<file path="src/rtl/conv_pkg.sv">
// Shared types for the convolution event path.
// Holds the event_writer FSM state encoding. Word packing is done locally in
// event_writer because the field widths are parameter-dependent.
package conv_pkg;

   typedef enum logic [1:0] {
      IDLE   = 2'd0,
      EVENT  = 2'd1,
      MARKER = 2'd2
   } ew_state_t;

endpackage

</file>
<file path="src/rtl/fifo_if.sv">
// Input event FIFO write-side interface.
// Ports (producer view): write_en (out), write_data (out, DATA_WIDTH), full (in).
interface fifo_if #(
   parameter int DATA_WIDTH = 15
) ();

   logic                  write_en;
   logic [DATA_WIDTH-1:0] write_data;
   logic                  full;

   modport producer (output write_en, output write_data, input full);
   modport consumer (input write_en, input write_data, output full);

endinterface

</file>
<file path="src/rtl/event_writer_sat_counter.sv">
// Saturating up-counter, sticks at all-ones.
// Ports: clk, rst_n (async active-low), inc (count enable), count (W bits).
module event_writer_sat_counter #(
   parameter int W = 16
) (
   input  logic         clk,
   input  logic         rst_n,
   input  logic         inc,
   output logic [W-1:0] count
);

   always_ff @(posedge clk or negedge rst_n) begin
      if (!rst_n) begin
         count <= '0;
      end else if (inc && (count != '1)) begin
         count <= count + 1'b1;
      end
   end

endmodule

</file>
<file path="src/rtl/event_writer.sv">
// event_writer: packs spike events into event FIFO words {timestep, x, y, spikes}
// and inserts timestep marker words (timestep=1, rest 0) on request.
// Ports:
//   clk, rst_n          clock, async active-low reset
//   in_valid/in_ready   event handshake; in_x, in_y, in_spikes event fields
//   timestep_req        one-cycle request for one marker
//   fifo_port           fifo_if producer: write_en, write_data, full
//   drop_count          saturating count of out-of-range events
//   ts_overflow         sticky, a marker request was lost
// Build option: EVENT_WRITER_ZERO_SKIP_EN discards in-range events whose
// spike vector is all zero (no write, no drop count).
//
// state  | meaning
// IDLE   | holding register empty, nothing to write
// EVENT  | holding register has an event word waiting for !full
// MARKER | holding register has a marker word; pending markers remain
module event_writer
   import conv_pkg::*;
#(
   parameter int IMG_WIDTH           = 28,
   parameter int IMG_HEIGHT          = 28,
   parameter int BITS_PER_COORDINATE = 5,
   parameter int IN_CHANNELS         = 4,
   parameter int TS_PEND_W           = 2,
   parameter int DROP_CNT_W          = 16
) (
   input  logic                           clk,
   input  logic                           rst_n,
   input  logic                           in_valid,
   output logic                           in_ready,
   input  logic [BITS_PER_COORDINATE-1:0] in_x,
   input  logic [BITS_PER_COORDINATE-1:0] in_y,
   input  logic [IN_CHANNELS-1:0]         in_spikes,
   input  logic                           timestep_req,
   fifo_if.producer                       fifo_port,
   output logic [DROP_CNT_W-1:0]          drop_count,
   output logic                           ts_overflow
);

   localparam int DATA_WIDTH = 1 + 2*BITS_PER_COORDINATE + IN_CHANNELS;
   localparam logic [BITS_PER_COORDINATE:0] X_LIM = IMG_WIDTH[BITS_PER_COORDINATE:0];
   localparam logic [BITS_PER_COORDINATE:0] Y_LIM = IMG_HEIGHT[BITS_PER_COORDINATE:0];
   localparam logic [TS_PEND_W-1:0]         PEND_MAX = '1;
   localparam logic [DATA_WIDTH-1:0]        MARKER_WORD = {1'b1, {(DATA_WIDTH-1){1'b0}}};

   ew_state_t              state_q, state_d;
   logic [DATA_WIDTH-1:0]  hold_q, hold_d;
   logic [TS_PEND_W-1:0]   pend_q, pend_d;
   logic                   ovf_q;

   logic full;
   logic write_en;
   logic accept;
   logic in_range;
   logic skip;
   logic keep;
   logic drop;
   logic mark_wr;
   logic pend_inc;
   logic pend_lost;
   logic pick_next;
   logic [DATA_WIDTH-1:0] event_word;

   assign full     = fifo_port.full;
   assign write_en = (state_q != IDLE) && !full;
   assign in_ready = rst_n && (pend_q == '0) &&
                     ((state_q == IDLE) || ((state_q == EVENT) && !full));
   assign accept   = in_valid && in_ready;
   assign in_range = ({1'b0, in_x} < X_LIM) && ({1'b0, in_y} < Y_LIM);

`ifdef EVENT_WRITER_ZERO_SKIP_EN
   assign skip = (in_spikes == '0);
`else
   assign skip = 1'b0;
`endif

   assign keep       = accept && in_range && !skip;
   assign drop       = accept && !in_range;
   assign event_word = {1'b0, in_x, in_y, in_spikes};

   // A request at the ceiling survives only if a marker leaves the same cycle.
   assign mark_wr   = (state_q == MARKER) && write_en;
   assign pend_inc  = timestep_req && ((pend_q != PEND_MAX) || mark_wr);
   assign pend_lost = timestep_req && !pend_inc;

   always_comb begin
      pend_d = pend_q;
      case ({pend_inc, mark_wr})
         2'b10:   pend_d = pend_q + 1'b1;
         2'b01:   pend_d = pend_q - 1'b1;
         default: pend_d = pend_q;
      endcase
   end

   always_comb begin
      state_d   = state_q;
      hold_d    = hold_q;
      pick_next = 1'b0;
      case (state_q)
         IDLE:   pick_next = 1'b1;
         EVENT:  pick_next = !full;
         MARKER: begin
            if (!full) begin
               if (pend_d == '0) state_d = IDLE;
               else              hold_d  = MARKER_WORD;
            end
         end
         default: state_d = IDLE;
      endcase

      // An event taken alongside a request goes first; the marker follows it.
      if (pick_next) begin
         if (pend_q != '0) begin
            state_d = MARKER;
            hold_d  = MARKER_WORD;
         end else if (keep) begin
            state_d = EVENT;
            hold_d  = event_word;
         end else if (timestep_req) begin
            state_d = MARKER;
            hold_d  = MARKER_WORD;
         end else begin
            state_d = IDLE;
         end
      end
   end

   always_ff @(posedge clk or negedge rst_n) begin
      if (!rst_n) begin
         state_q <= IDLE;
         hold_q  <= '0;
         pend_q  <= '0;
         ovf_q   <= 1'b0;
      end else begin
         state_q <= state_d;
         hold_q  <= hold_d;
         pend_q  <= pend_d;
         ovf_q   <= ovf_q | pend_lost;
      end
   end

   event_writer_sat_counter #(.W(DROP_CNT_W)) u_drop_cnt (
      .clk   (clk),
      .rst_n (rst_n),
      .inc   (drop),
      .count (drop_count)
   );

   assign fifo_port.write_en   = write_en;
   assign fifo_port.write_data = hold_q;
   assign ts_overflow          = ovf_q;

endmodule

</file>
<file path="src/flat_wrapper.sv">
// flat-port wrapper written by rule: the top's interface ports become plain ports
module event_writer_flat import conv_pkg::*;
#(
   parameter int IMG_WIDTH           = 28,
   parameter int IMG_HEIGHT          = 28,
   parameter int BITS_PER_COORDINATE = 5,
   parameter int IN_CHANNELS         = 4,
   parameter int TS_PEND_W           = 2,
   parameter int DROP_CNT_W          = 16
)
  (clk, rst_n, in_valid, in_ready, in_x, in_y, in_spikes, timestep_req, drop_count, ts_overflow, fifo_port_write_en, fifo_port_write_data, fifo_port_full);
  fifo_if #(.DATA_WIDTH((15))) fifo_port_i ();
  input  logic clk;
  input  logic rst_n;
  input  logic in_valid;
  output logic in_ready;
  input  logic [BITS_PER_COORDINATE-1:0] in_x;
  input  logic [BITS_PER_COORDINATE-1:0] in_y;
  input  logic [IN_CHANNELS-1:0] in_spikes;
  input  logic timestep_req;
  output logic [DROP_CNT_W-1:0] drop_count;
  output logic ts_overflow;
  output wire logic [$bits(fifo_port_i.write_en)-1:0] fifo_port_write_en;
  output wire logic [$bits(fifo_port_i.write_data)-1:0] fifo_port_write_data;
  input wire logic [$bits(fifo_port_i.full)-1:0] fifo_port_full;
  assign fifo_port_write_en = fifo_port_i.write_en;
  assign fifo_port_write_data = fifo_port_i.write_data;
  assign fifo_port_i.full = fifo_port_full;
  event_writer #(.IMG_WIDTH(IMG_WIDTH), .IMG_HEIGHT(IMG_HEIGHT), .BITS_PER_COORDINATE(BITS_PER_COORDINATE), .IN_CHANNELS(IN_CHANNELS), .TS_PEND_W(TS_PEND_W), .DROP_CNT_W(DROP_CNT_W)) u_core (.clk(clk), .rst_n(rst_n), .in_valid(in_valid), .in_ready(in_ready), .in_x(in_x), .in_y(in_y), .in_spikes(in_spikes), .timestep_req(timestep_req), .fifo_port(fifo_port_i), .drop_count(drop_count), .ts_overflow(ts_overflow));
endmodule
</file>
<file path="config.mk">
export PLATFORM = sky130hd
export DESIGN_NAME = event_writer_flat
export DESIGN_NICKNAME = d
export VERILOG_FILES = /design/src/rtl/conv_pkg.sv /design/src/rtl/fifo_if.sv /design/src/rtl/event_writer_sat_counter.sv /design/src/rtl/event_writer.sv /design/src/flat_wrapper.sv
export SDC_FILE = /design/constraint.sdc
export NUM_CORES = 1
export LEC_CHECK = 0
export BUFFER_PORTS_ARGS = -buffer_cell sky130_fd_sc_hd__clkbuf_2
export CAP_MARGIN = 20
export CORE_ASPECT_RATIO = 0.6
export CORE_MARGIN = 10
export CORE_UTILIZATION = 55
export CTS_BUF_LIST = sky130_fd_sc_hd__clkbuf_8
export DETAILED_ROUTE_END_ITERATION = 7
export GPL_ROUTABILITY_DRIVEN = 0
export PLACE_DENSITY = 0.79
export SLEW_MARGIN = 25
export SYNTH_ARGS = -nofsm -noshare
export SYNTH_HDL_FRONTEND = slang
export SYNTH_SLANG_ARGS = --single-unit
</file>
<file path="constraint.sdc">
create_clock -name clk -period 2.1 [get_ports clk]
set_input_delay 0.42 -clock clk [delete_from_list [all_inputs] [get_ports clk]]
set_output_delay 0.42 -clock clk [all_outputs]
set_load 0.005 [all_outputs]
</file>
# Word-level counts from Yosys, hierarchy flattened

Index checks and enable logic that the tools add are counted.

Bits in latches: 0
Logic and storage cells: 60
Output and inout port bits: 34
Input port bits: 19
Memories: 0
ROM bits: 0
Register bits after elaboration: 36
Bits in writable memories: 0

Div/mod/pow operators: 0
$mul: 0
Add/sub/neg operators: 3
Bitwise logic cells: 1
Muxes and demuxes: 16
Eq/ne operators: 9
$lt $le $gt $ge: 2
Reduce and logical (&&, ||, !) cells: 24
Shift-type cells: 0

Operator list:

| cell                                              | count |
|---|---|
| two-way mux 15 bit                                | 7 |
| adder 16 x 1 -> 16 bit (second input constant)    | 1 |
| != test 16 bit (second input constant)            | 1 |
| logical AND 1 bit                                 | 12 |
| two-way mux 2 bit                                 | 6 |
| < comparator 5 bit (second input constant)        | 2 |
| one-hot mux 2 bit (2 select lines)                | 2 |
| logical NOT 2 bit                                 | 3 |
| != test 3 x 2 -> 1 bit (second input constant)    | 2 |
| == test 2 x 1 -> 1 bit (second input constant)    | 2 |
| == test 2 bit (second input constant)             | 2 |
| nonzero test 2 bit                                | 2 |
| logical NOT 1 bit                                 | 3 |
| AND reduction 3 bit                               | 1 |
| adder 2 x 1 -> 2 bit (second input constant)      | 1 |
| logical OR 1 bit                                  | 2 |
| != test 2 x 1 -> 1 bit (second input constant)    | 1 |
| != test 2 bit (second input constant)             | 1 |
| one-hot mux 1 bit (2 select lines)                | 1 |
| OR reduction 2 bit                                | 1 |
| subtractor 2 x 1 -> 2 bit (second input constant) | 1 |
| OR 1 bit                                          | 1 |

# Logic depth before layout (Yosys ltp)

Gate-level depths: netlist of run 1.

Depth after elaboration: 15
Mapped depth: 7
Mapped depth without buffers: 5

# Hierarchy

From an unflattened synthesis of run 1, not the netlist that was laid out.

Cell total of the unflattened synthesis: 148
Area, all modules: 1767.9 sq um

By module, submodules not included:

| module                   | area an instance (sq um) | seq. area each (sq um) | cells each | times used |
|---|---|---|---|---|
| event_writer             | 908.4                    | 500.5                  | 76         | 1 |
| event_writer_sat_counter | 859.6                    | 400.4                  | 72         | 1 |

# Worst setup path before layout of run 1

Ideal clock, no wire load.

Path type: register to register
Start point: reg u_core.u_drop_cnt.count[0]
End point: reg u_core.u_drop_cnt.count[9]
Arrival time: 1.624 ns
Period minus slack after synthesis: 1.762 ns
Cell stages (with the launch flop): 7
Required time: 1.962 ns
Path slack: 0.338 ns
Cells stage by stage: dfrtp_1 > ha_1 > nand4_1 > nor4_2 > buf_2 > nor4_1 > xor2_1

Cells in the longest elaborated chain, start to end: 2
Elaborated cells on any way between the ends: 3
Those cells by class: add/sub: 1; eq/ne: 1; reduce/logical: 1

Ends and longest elaborated chain:

| item                                                                           | RTL line                       | text |
|---|---|---|
| start, declared                                                                | event_writer_sat_counter.sv:9  | `output logic [W-1:0] count` |
| start signal, assigned                                                         | event_writer_sat_counter.sv:16 | `count <= count + 1'b1;` |
| parallel branches: the longest is 2 deep, another holds adder 16 x 1 -> 16 bit | n/a                            |  |

Parallel ways; which one is timed is not known.
A chain may end at the register's enable or synchronous reset.

# Worst setup path after layout of run 1

Start point: reg u_core.pend_q[0]
End point: reg u_core.hold_q[0], in the netlist u_core.fifo_port.write_data[0]

Cells in the longest elaborated chain, start to end: 13
Elaborated cells on any way between the ends: 22
Those cells by class: add/sub: 2; eq/ne: 3; mux: 8; reduce/logical: 9

Ends and longest elaborated chain:

| item                                                    | RTL line            | text |
|---|---|---|
| start, declared                                         | event_writer.sv:48  | `logic [TS_PEND_W-1:0] pend_q, pend_d;` |
| start signal, assigned                                  | event_writer.sv:137 | `pend_q <= pend_d;` |
| != test 2 bit                                           | event_writer.sv:83  | `assign pend_inc = timestep_req && ((pend_q != PEND_MAX) \|\| mark_wr);` |
| logical OR 1 bit                                        | event_writer.sv:83  |  |
| logical AND 1 bit                                       | event_writer.sv:83  |  |
| == test 2 x 1 -> 1 bit or == test 2 bit (tied branches) | event_writer.sv:88  | `case ({pend_inc, mark_wr})` |
| one-hot mux 2 bit (2 select lines)                      | event_writer.sv:88  |  |
| logical NOT 2 bit                                       | event_writer.sv:104 | `if (pend_d == '0) state_d = IDLE;` |
| two-way mux 15 bit                                      | event_writer.sv:104 |  |
| two-way mux 15 bit                                      | event_writer.sv:103 | `if (!full) begin` |
| two-way mux 15 bit                                      | event_writer.sv:99  | `case (state_q)` |
| two-way mux 15 bit                                      | event_writer.sv:119 | `end else if (timestep_req) begin` |
| two-way mux 15 bit                                      | event_writer.sv:116 | `end else if (keep) begin` |
| two-way mux 15 bit                                      | event_writer.sv:113 | `if (pend_q != '0) begin` |
| two-way mux 15 bit *                                    | event_writer.sv:112 | `if (pick_next) begin` |
| via u_core.hold_d[0]                                    | event_writer.sv:47  | `logic [DATA_WIDTH-1:0] hold_q, hold_d;` |
| end signal, assigned                                    | event_writer.sv:136 | `hold_q <= hold_d;` |
| end, declared                                           | event_writer.sv:47  |  |

Mark *: on every way through the listed nets, which the timed path passes. The rest lies on a longest branch.

==> impl_results.md, run 1 <==
* DP HPWL at between 3 and 4 mm
* Final core occ at 68.85%
* Final clock skew at 2.941 ps
* Power Total at 1.732 mW
* Avg WL per Cell at 18.05 um
* I/O pin total at 53
* Starting density of the core at between 50% and 60%
* Num rows at 17
* Vias per inst at 6.262
* R2r setup slk at 280 ps
* Later-pin clock latency in the skew report at 300 ps
* Pre-Repair DR Iteration Count at 5
* R2R Path End: u_core.fifo_port.write_data[0]
* Crit-path cells: or3_1 > nand2_1 > buf_4 > o2111ai_1 > o211ai_1
* Htree depth at 2
* Synth Area per Inst at ~10 um2
* Worst-Margin Slew at roughly 890 ps
* CP top delay family: simple AND/OR/NAND/NOR gates
* Largest net degree at the start of global routing at 37
* P per Cell Area at 683.5 nW/um2
* Final wirelength at 5.452 mm
* Reg2reg path depth at 5
* Max Cap Viol at 0
* Initial DRC count at 188
* ANT nets after route at 0
* Final hold viol count at 0
* PortBufs at 52
* Tcrit/Tclk final at 86.50%
* CTS sink count at 36
* Global route overflow at 0
* Critical Setup Path Class: reg2reg
* RSZ-0062 raised after global routing: no
* Worst endpoint data arrival time at slightly above 2000 ps
* Core area at 3680 um2
* FF+latch count, synth at 36
* Sequential fraction of the synthesis area at 42.55%
* Die height at 68.06 um
* CTS tree: done
* Postcts setup bufs at 0
* CP Max Fanout at 29
* Setup TNS at 0 ps
* Hold crit path type: in2async
* Layout Cells excl Fill at 302
* Required time of the critical path at 2310 ps
* Peak supply drop at between 300 and 400 uV
* Worst path bufs/invs at 1
* P_leak at 1.219 nW
* Nets at 274
* Setup violators final at 0
* First-pass GRT wire length at 9.094 mm
* TritonCTS buffer count at 5
* Mapped Nets at 222
* Synth Instances at between 200 and 250
* Area after DPL at 2441 um2
* RR Startpoint: u_core.pend_q[0]
* Max_slew headroom at 40.68%
* Max clock buf depth at 2
* Placed cell count at 294
* Post-synth cell types at 38
* Max Freq at between 500 and 600 MHz
* Min Tclk post-route at 1816 ps
* Worst setup EP type: register
* N_diodes at 0
* Clock transition at path regs at 80 ps
* Max incr delay on CP at between 500 and 600 ps
* Via count at around 1900
* Crit start category: register
* Synth warn at 0
* Post-Syn Area at 2117 um2
* Number of global-route vias before repair at between 1500 and 2000
* Finished Cell Area at 2534 um2
* Share of post-route cells with drive strength above 1 at 36.47%
* Clk Tree Root Cell: clkbuf_8
* Slowest-stage cell, CP: dfrtp_1
* Die ar. at 6812 um2
* # resized after CTS at 0
* DRC Markers at 0
* Area grow syn2layout at 19.68%
* Total Routing Usage GR at 16.57%
* Slew Viols, Final at 0
* Initial antenna violation count at 0
* Outcome: finished clean
* Post-CTS Hold Fix Bufs at 0
* Die Wd at approximately 100 um
final cells by class:
type / instances / area, um2
Multi-Input combinational cell: 145 / 1111
Inverter: 2 / 7.507
Clock buffer: 6 / 82.58
Timing Repair Buffer: 64 / 362.8
Clock inverter: 2 / 10.01
Sequential cell: 36 / 900.9
Fill cell: 282 / 1146
Tap cell: 47 / 58.81
worst max-delay path by stage:
| stage | from | end | slack [ps] | depth (start not counted) |
|---|---|---|---|---|
| detailed placement | in_y[2] | u_core.fifo_port.write_data[8] | 240 | 5 |
| floorplan | u_core.u_drop_cnt.count[0] | u_core.u_drop_cnt.count[9] | 340 | 6 |
| global route | u_core.pend_q[0] | u_core.fifo_port.write_data[0] | 160 | 5 |
| finish | u_core.pend_q[0] | u_core.fifo_port.write_data[0] | 280 | 5 |
| CTS | u_core.pend_q[0] | u_core.fifo_port.write_data[0] | 290 | 5 |
| global placement | fifo_port_full | u_core.fifo_port.write_data[0] | 270 | 6 |
where the power goes:
group	internal (mW)	leakage, nW	switching (mW)
clock	0.262	0.0510	0.270
sequential	0.718	0.480	0.0512
combinational	0.153	0.687	0.279
total	1.13	1.22	0.599
stage by stage:
stage	worst slack, ps	hold WS [ps]
2_1_floorplan	338.0	124.4
5_1_grt	155.8	252.4
3_3_place_gp	265.4	461.2
3_5_place_dp	239.4	464.8
4_1_cts	288.5	224.5
6_report	283.6	187.1
kinds of logic after synthesis:
kind of cell | count (synthesis) | share of synthesized area, %
AND/OR/NAND/NOR | 72 | 19.80
XOR/XNOR | 17 | 7.033
buffers and inverters | 21 | 4.965
multiplexers | 2 | 1.596
flip-flops | 36 | 42.55
AO/OA/AOI/OAI | 53 | 23.46
adder cells (fa/ha/maj) | 1 | 0.5909
state kept, by name, indices dropped and copies added, names as in the netlist:
name,flops
u_core.pend_q,2
u_core.ts_overflow,1
u_core.u_drop_cnt.count,16
u_core.state_q,2
u_core.fifo_port.write_data,15
worst reg2reg max path: stages, from the launching register on:
cell and delay, ps:
dfrtp_1 520, or3_1 460, nand2_1 90, buf_4 290, o2111ai_1 170, o211ai_1 210
routing by layer:
metal  track usage, %  wire length, um  part of all wire (%)  up-vias
met1            23.65             2673                    49      916
met4            5.263               72                   1.3        0
met5                0                0                     0        -
met2            22.59             2276                    42       57
li1                 -                -                     -      909
met3            6.030              430                   7.9        9
cell usage after synthesis:
cell | count | share of area, %
nor3b_1 | 2 | 0.71
ha_1 | 1 | 0.59
o21ai_0 | 1 | 0.24
nor2_1 | 6 | 1.1
dfrtp_1 | 36 | 43
nor4_2 | 2 | 1.2
and2_1 | 4 | 1.2
nand2_1 | 8 | 1.4
and3_1 | 5 | 1.5
buf_6 | 2 | 1.1
o32ai_1 | 1 | 0.41
and4_1 | 2 | 0.83
or2_2 | 1 | 0.30
clkbuf_1 | 10 | 1.8
or3b_1 | 1 | 0.41
o2111ai_4 | 1 | 1.2
nor4_1 | 6 | 1.8
xor2_1 | 17 | 7.0
a21oi_1 | 3 | 0.71
buf_2 | 6 | 1.4
clkinv_1 | 1 | 0.18
mux2_2 | 1 | 0.53
nand3_1 | 20 | 4.7
nand4_1 | 5 | 1.5
o211ai_1 | 5 | 1.8
o211ai_2 | 10 | 5.9
inv_1 | 1 | 0.18
buf_4 | 1 | 0.35
a21o_1 | 1 | 0.35
o2111ai_1 | 28 | 12
nor4b_1 | 1 | 0.41
a31o_2 | 2 | 0.83
nor2_4 | 2 | 1.1
nor3_1 | 5 | 1.2
a21oi_2 | 1 | 0.41
mux2i_4 | 1 | 1.1
or3_1 | 1 | 0.30
nand2b_1 | 1 | 0.30
cell usage in the layout (no fill, tap or decap), types with 2 or more instances in the layout:
master     count
nand3_1       20
clkbuf_8       6
clkbuf_2      52
nand4_1        5
nor4_1         6
and4_1         2
nand2_1        8
and2_1         4
nor3_1         5
nor2_4         2
a21oi_1        3
buf_4         11
a31o_2         2
dfrtp_1       36
nor2_1         6
o211ai_2      10
nor4_2         2
o2111ai_1     28
o211ai_1       5
xor2_1        17
clkinv_2       2
nor3b_1        2
and3_1         5
Power figures use the tool's default switching activity.
==> run 2, diff against run 1 <==
Settings changed: ABC_AREA set to 1, SYNTH_HIERARCHICAL set to 1.
==> impl_results.md, run 2 <==
* Outcome: finished clean
* Number of synthesized flops with an enable pin at 0 (unchanged)
* RSZ-0062 raised after global routing: no
* Min Tclk post-route at 1861 ps (+44.14 ps)
* Most common cell after layout, fill and taps aside: nand2_1
* Via count at 1983 (+4.9%)
* Worst path bufs/invs at 1 (unchanged)
* Most frequent CP cell: nand2_1
* Max reg flops at 16 (unchanged)
* Postcts setup bufs at 0 (unchanged)
* Synth warn at 6 (+6)
* P_int at 1.371 mW (+21%)
* Top_reg_cell synth: dfrtp_1
* Final clock skew at 2.470 ps (-0.4715 ps)
* Share of post-route cells with drive strength above 1 at 29.29% (-7.2 points)
* CP Max Fanout at 17 (-41%)
* Die Wd at 100.5 um (+0.42%)
* CP top delay family: simple AND/OR/NAND/NOR gates
* Later-pin clock latency in the skew report at 280 ps (-20 ps)
* Mapped Nets at 299 (+35%)
* Tcrit/Tclk final at 88.60% (+2.1 points)
* Required time of the critical path at 2280 ps (-30 ps)
* Num rows at 17 (unchanged)
* DP HPWL at 4.242 mm (+6.4%)
* Multi-input logic area at 1095 um2 (-1.5%)
* Gate power share at 35.9% (+11 points)
* Post-CTS Hold Fix Bufs at 0 (unchanged)
* Slew Viols, Final at 0 (unchanged)
* Clock transition at path regs at 70 ps (about the same)
* Avg WL per Cell at 13.89 um (-23%)
* Initial DRC count at 147 (-22%)
* Vias per inst at 5.151 (-18%)
* Synth Area per Inst at 7.669 um2 (-27%)
* Core area at 3701 um2 (+0.58%)
* Worst-Margin Slew at 447.9 ps (-438.7 ps)
* Sequential fraction of the synthesis area at 42.11% (-0.45 points)
* Max Freq at 537.5 MHz (-2.4%)
* Area share of the largest cell type after synthesis at 42.11% (-0.45 points)
* Total Routing Usage GR at 16.47% (-0.10 points)
* Crit-path cells: inv_1 > nand3_1 > nand2_1 > nand2_1 > nor2_1 > nor2_4 > nand2_2 > nand2_2 > nand3_1 > nand2_1 > nand2_1 > nand2_1
* # resized after CTS at 0 (unchanged)
* FF+latch count, synth at 36 (unchanged)
* Crit start category: register
* Number of global-route vias before repair at 1890 (+7.6%)
* Power Total at 2.297 mW (+33%)
* Post-Syn Area at 2140 um2 (+1.1%)
* Initial antenna violation count at 0 (unchanged)
* Synth area leader: dfrtp_1
* DRC Markers at 0 (unchanged)
* Global route overflow at 0 (unchanged)
* Max incr delay on CP at 430 ps (-90 ps)
* P per Cell Area at 908.7 nW/um2 (+33%)
* Die ar. at 6867 um2 (+0.80%)
* Post-synth cell types at 26 (-32%)
* Die height at 68.31 um (+0.37%)
* Synth Instances at 279 (+38%)
* Clk Tree Root Cell: clkbuf_8
* Count leader, synth: nand2_1
* Starting density of the core at 57.81% (+0.28 points)
* PortBufs at 52 (unchanged)
* Max clock buf depth at 2 (unchanged)
* Final wirelength at 5.349 mm (-1.9%)
* Fill cell count at 316 (+12%)
* Switching share of power at 40.32% (+5.7 points)
* Max Cap Viol at 0 (unchanged)
* Top post-synthesis cells by count: nand2_1, dfrtp_1, nand3_1
* Nets at 357 (+30%)
* Pre-Repair DR Iteration Count at 5 (unchanged)
* Critical Setup Path Class: reg2reg
* Register area at 900.9 um2 (unchanged)
* CTS sink count at 36 (unchanged)
* Hold crit path type: in2async
* Max_slew headroom at 70.14% (+29 points)
* Ranking of synthesized cells by area: dfrtp_1, nand2_1, nand3_1
* TritonCTS buffer count at 5 (unchanged)
* Area grow syn2layout at 18.13%
* CTS tree: done
* Peak supply drop at 587.9 uV (+54%)
* Reg power frac at 42.1% (-2.3 points)
* Async S/R FF share, synth at 100.0% (unchanged)
* Setup TNS at 0 ps (unchanged)
* Clk network pwr share at 22.0% (-8.7 points)
* Largest net degree at the start of global routing at 37 (unchanged)
* Worst setup EP type: register
* N_diodes at 0 (unchanged)
* Final hold viol count at 0 (unchanged)
* Slowest-stage cell, CP: dfrtp_1
* First-pass GRT wire length at 9.163 mm (+0.76%)
* ANT nets after route at 0 (unchanged)
* P_leak at 1.366 nW (+12%)
* Worst endpoint data arrival time at 2040 ps (about the same)
* Setup violators final at 0 (unchanged)
* P_sw at 0.9261 mW (+55%)
* Htree depth at 2 (unchanged)
* Reg with most FFs: u_core/u_drop_cnt/count
* I/O pin total at 53 (unchanged)
* Most frequent cells in the layout: nand2_1, clkbuf_2, dfrtp_1
run 2: cell count changes after synthesis, moves of 10 or more:
cell,previous run,this run
clkbuf_1,10,0
xor2_1,17,1
o2111ai_1,28,0
o211ai_2,10,0
nor2_1,6,17
inv_1,1,22
nand2_1,8,111
run 2: layout make-up:
class | instances | share of cell area (%)
Clock inverter | 2 | 0.3960
Clock buffer | 6 | 3.267
Tap cell | 47 | 2.327
Sequential cell | 36 | 35.64
Timing Repair Buffer | 56 | 11.49
Multi-Input combinational cell | 214 | 43.32
Inverter | 24 | 3.564
run 2: metal layers:
layer | GRT usage, % | part of all wire, % | wire length [um] | vias up
met3 | 6.734 | 11 | 566 | 5
met5 | 0 | 0 | 0 | -
li1 | - | - | - | 1002
met1 | 22.17 | 48 | 2582 | 897
met2 | 23.88 | 41 | 2167 | 79
met4 | 4.561 | 0.58 | 31 | 0
run 2: power groups by stage:
| stage | Combinational, mW | Clock, mW | Sequential, mW |
|---|---|---|---|
| floorplan | 0.589 | 0 | 0.960 |
| global placement | 0.798 | 0 | 0.974 |
| detailed placement | 0.832 | 0 | 0.976 |
| CTS | 0.832 | 0.521 | 0.965 |
| global route | 0.933 | 0.547 | 0.986 |
| finish | 0.825 | 0.504 | 0.967 |
run 2: logic make-up (layout without fill, tap and decap cells):
logic type / Yosys count / count (layout) / share of synthesized area [%]
flops: 36 / 36 / 42.11
simple gates: 188 / 188 / 42.57
compound gates: 19 / 19 / 5.556
buf+inv: 29 / 88 / 6.725
fa+ha+maj: 1 / 1 / 0.5847
xor+xnor: 6 / 6 / 2.456
run 2: through the flow:
| stage | setup WS [ps] | cell area, um2 | cells | util (%) | hold WS, ps |
|---|---|---|---|---|---|
| floorplan | 331.1 | 2140 | 279 | - | 124.4 |
| global placement | 255.5 | 2435 | 377 | 65.79 | 473.7 |
| detailed placement | 123.3 | 2435 | 377 | 65.79 | 471.7 |
| CTS | 193.5 | 2527 | 385 | 68.29 | 230.6 |
| global route | 17.67 | 2527 | 385 | 68.29 | 262.8 |
| finish | 239.5 | 2527 | 385 | 68.29 | 218.1 |
run 2: worst reg2reg max path, delay by kind of cell, from the launching register on:
family	cells	cell delay, ps
AND/OR/NAND/NOR	11	1220
buffers and inverters	1	110
flip-flops	1	430
run 2: final timing paths:
kind / depth (start not counted) / slack, ps / from / to
worst min register to register: 1 / 480 / u_core/ts_overflow / u_core/ts_overflow
worst max-delay path: 12 / 240 / u_core/state_q[0] / u_core/fifo_port.write_data[6]
worst max register to register: 12 / 240 / u_core/state_q[0] / u_core/fifo_port.write_data[6]
min in group clk: 3 / 330 / in_spikes[0] / u_core/fifo_port.write_data[0]
worst min-delay path: 2 / 220 / rst_n / u_core/fifo_port.write_data[1]
max in group asynchronous: 2 / 1570 / rst_n / u_core/u_drop_cnt/count[13]
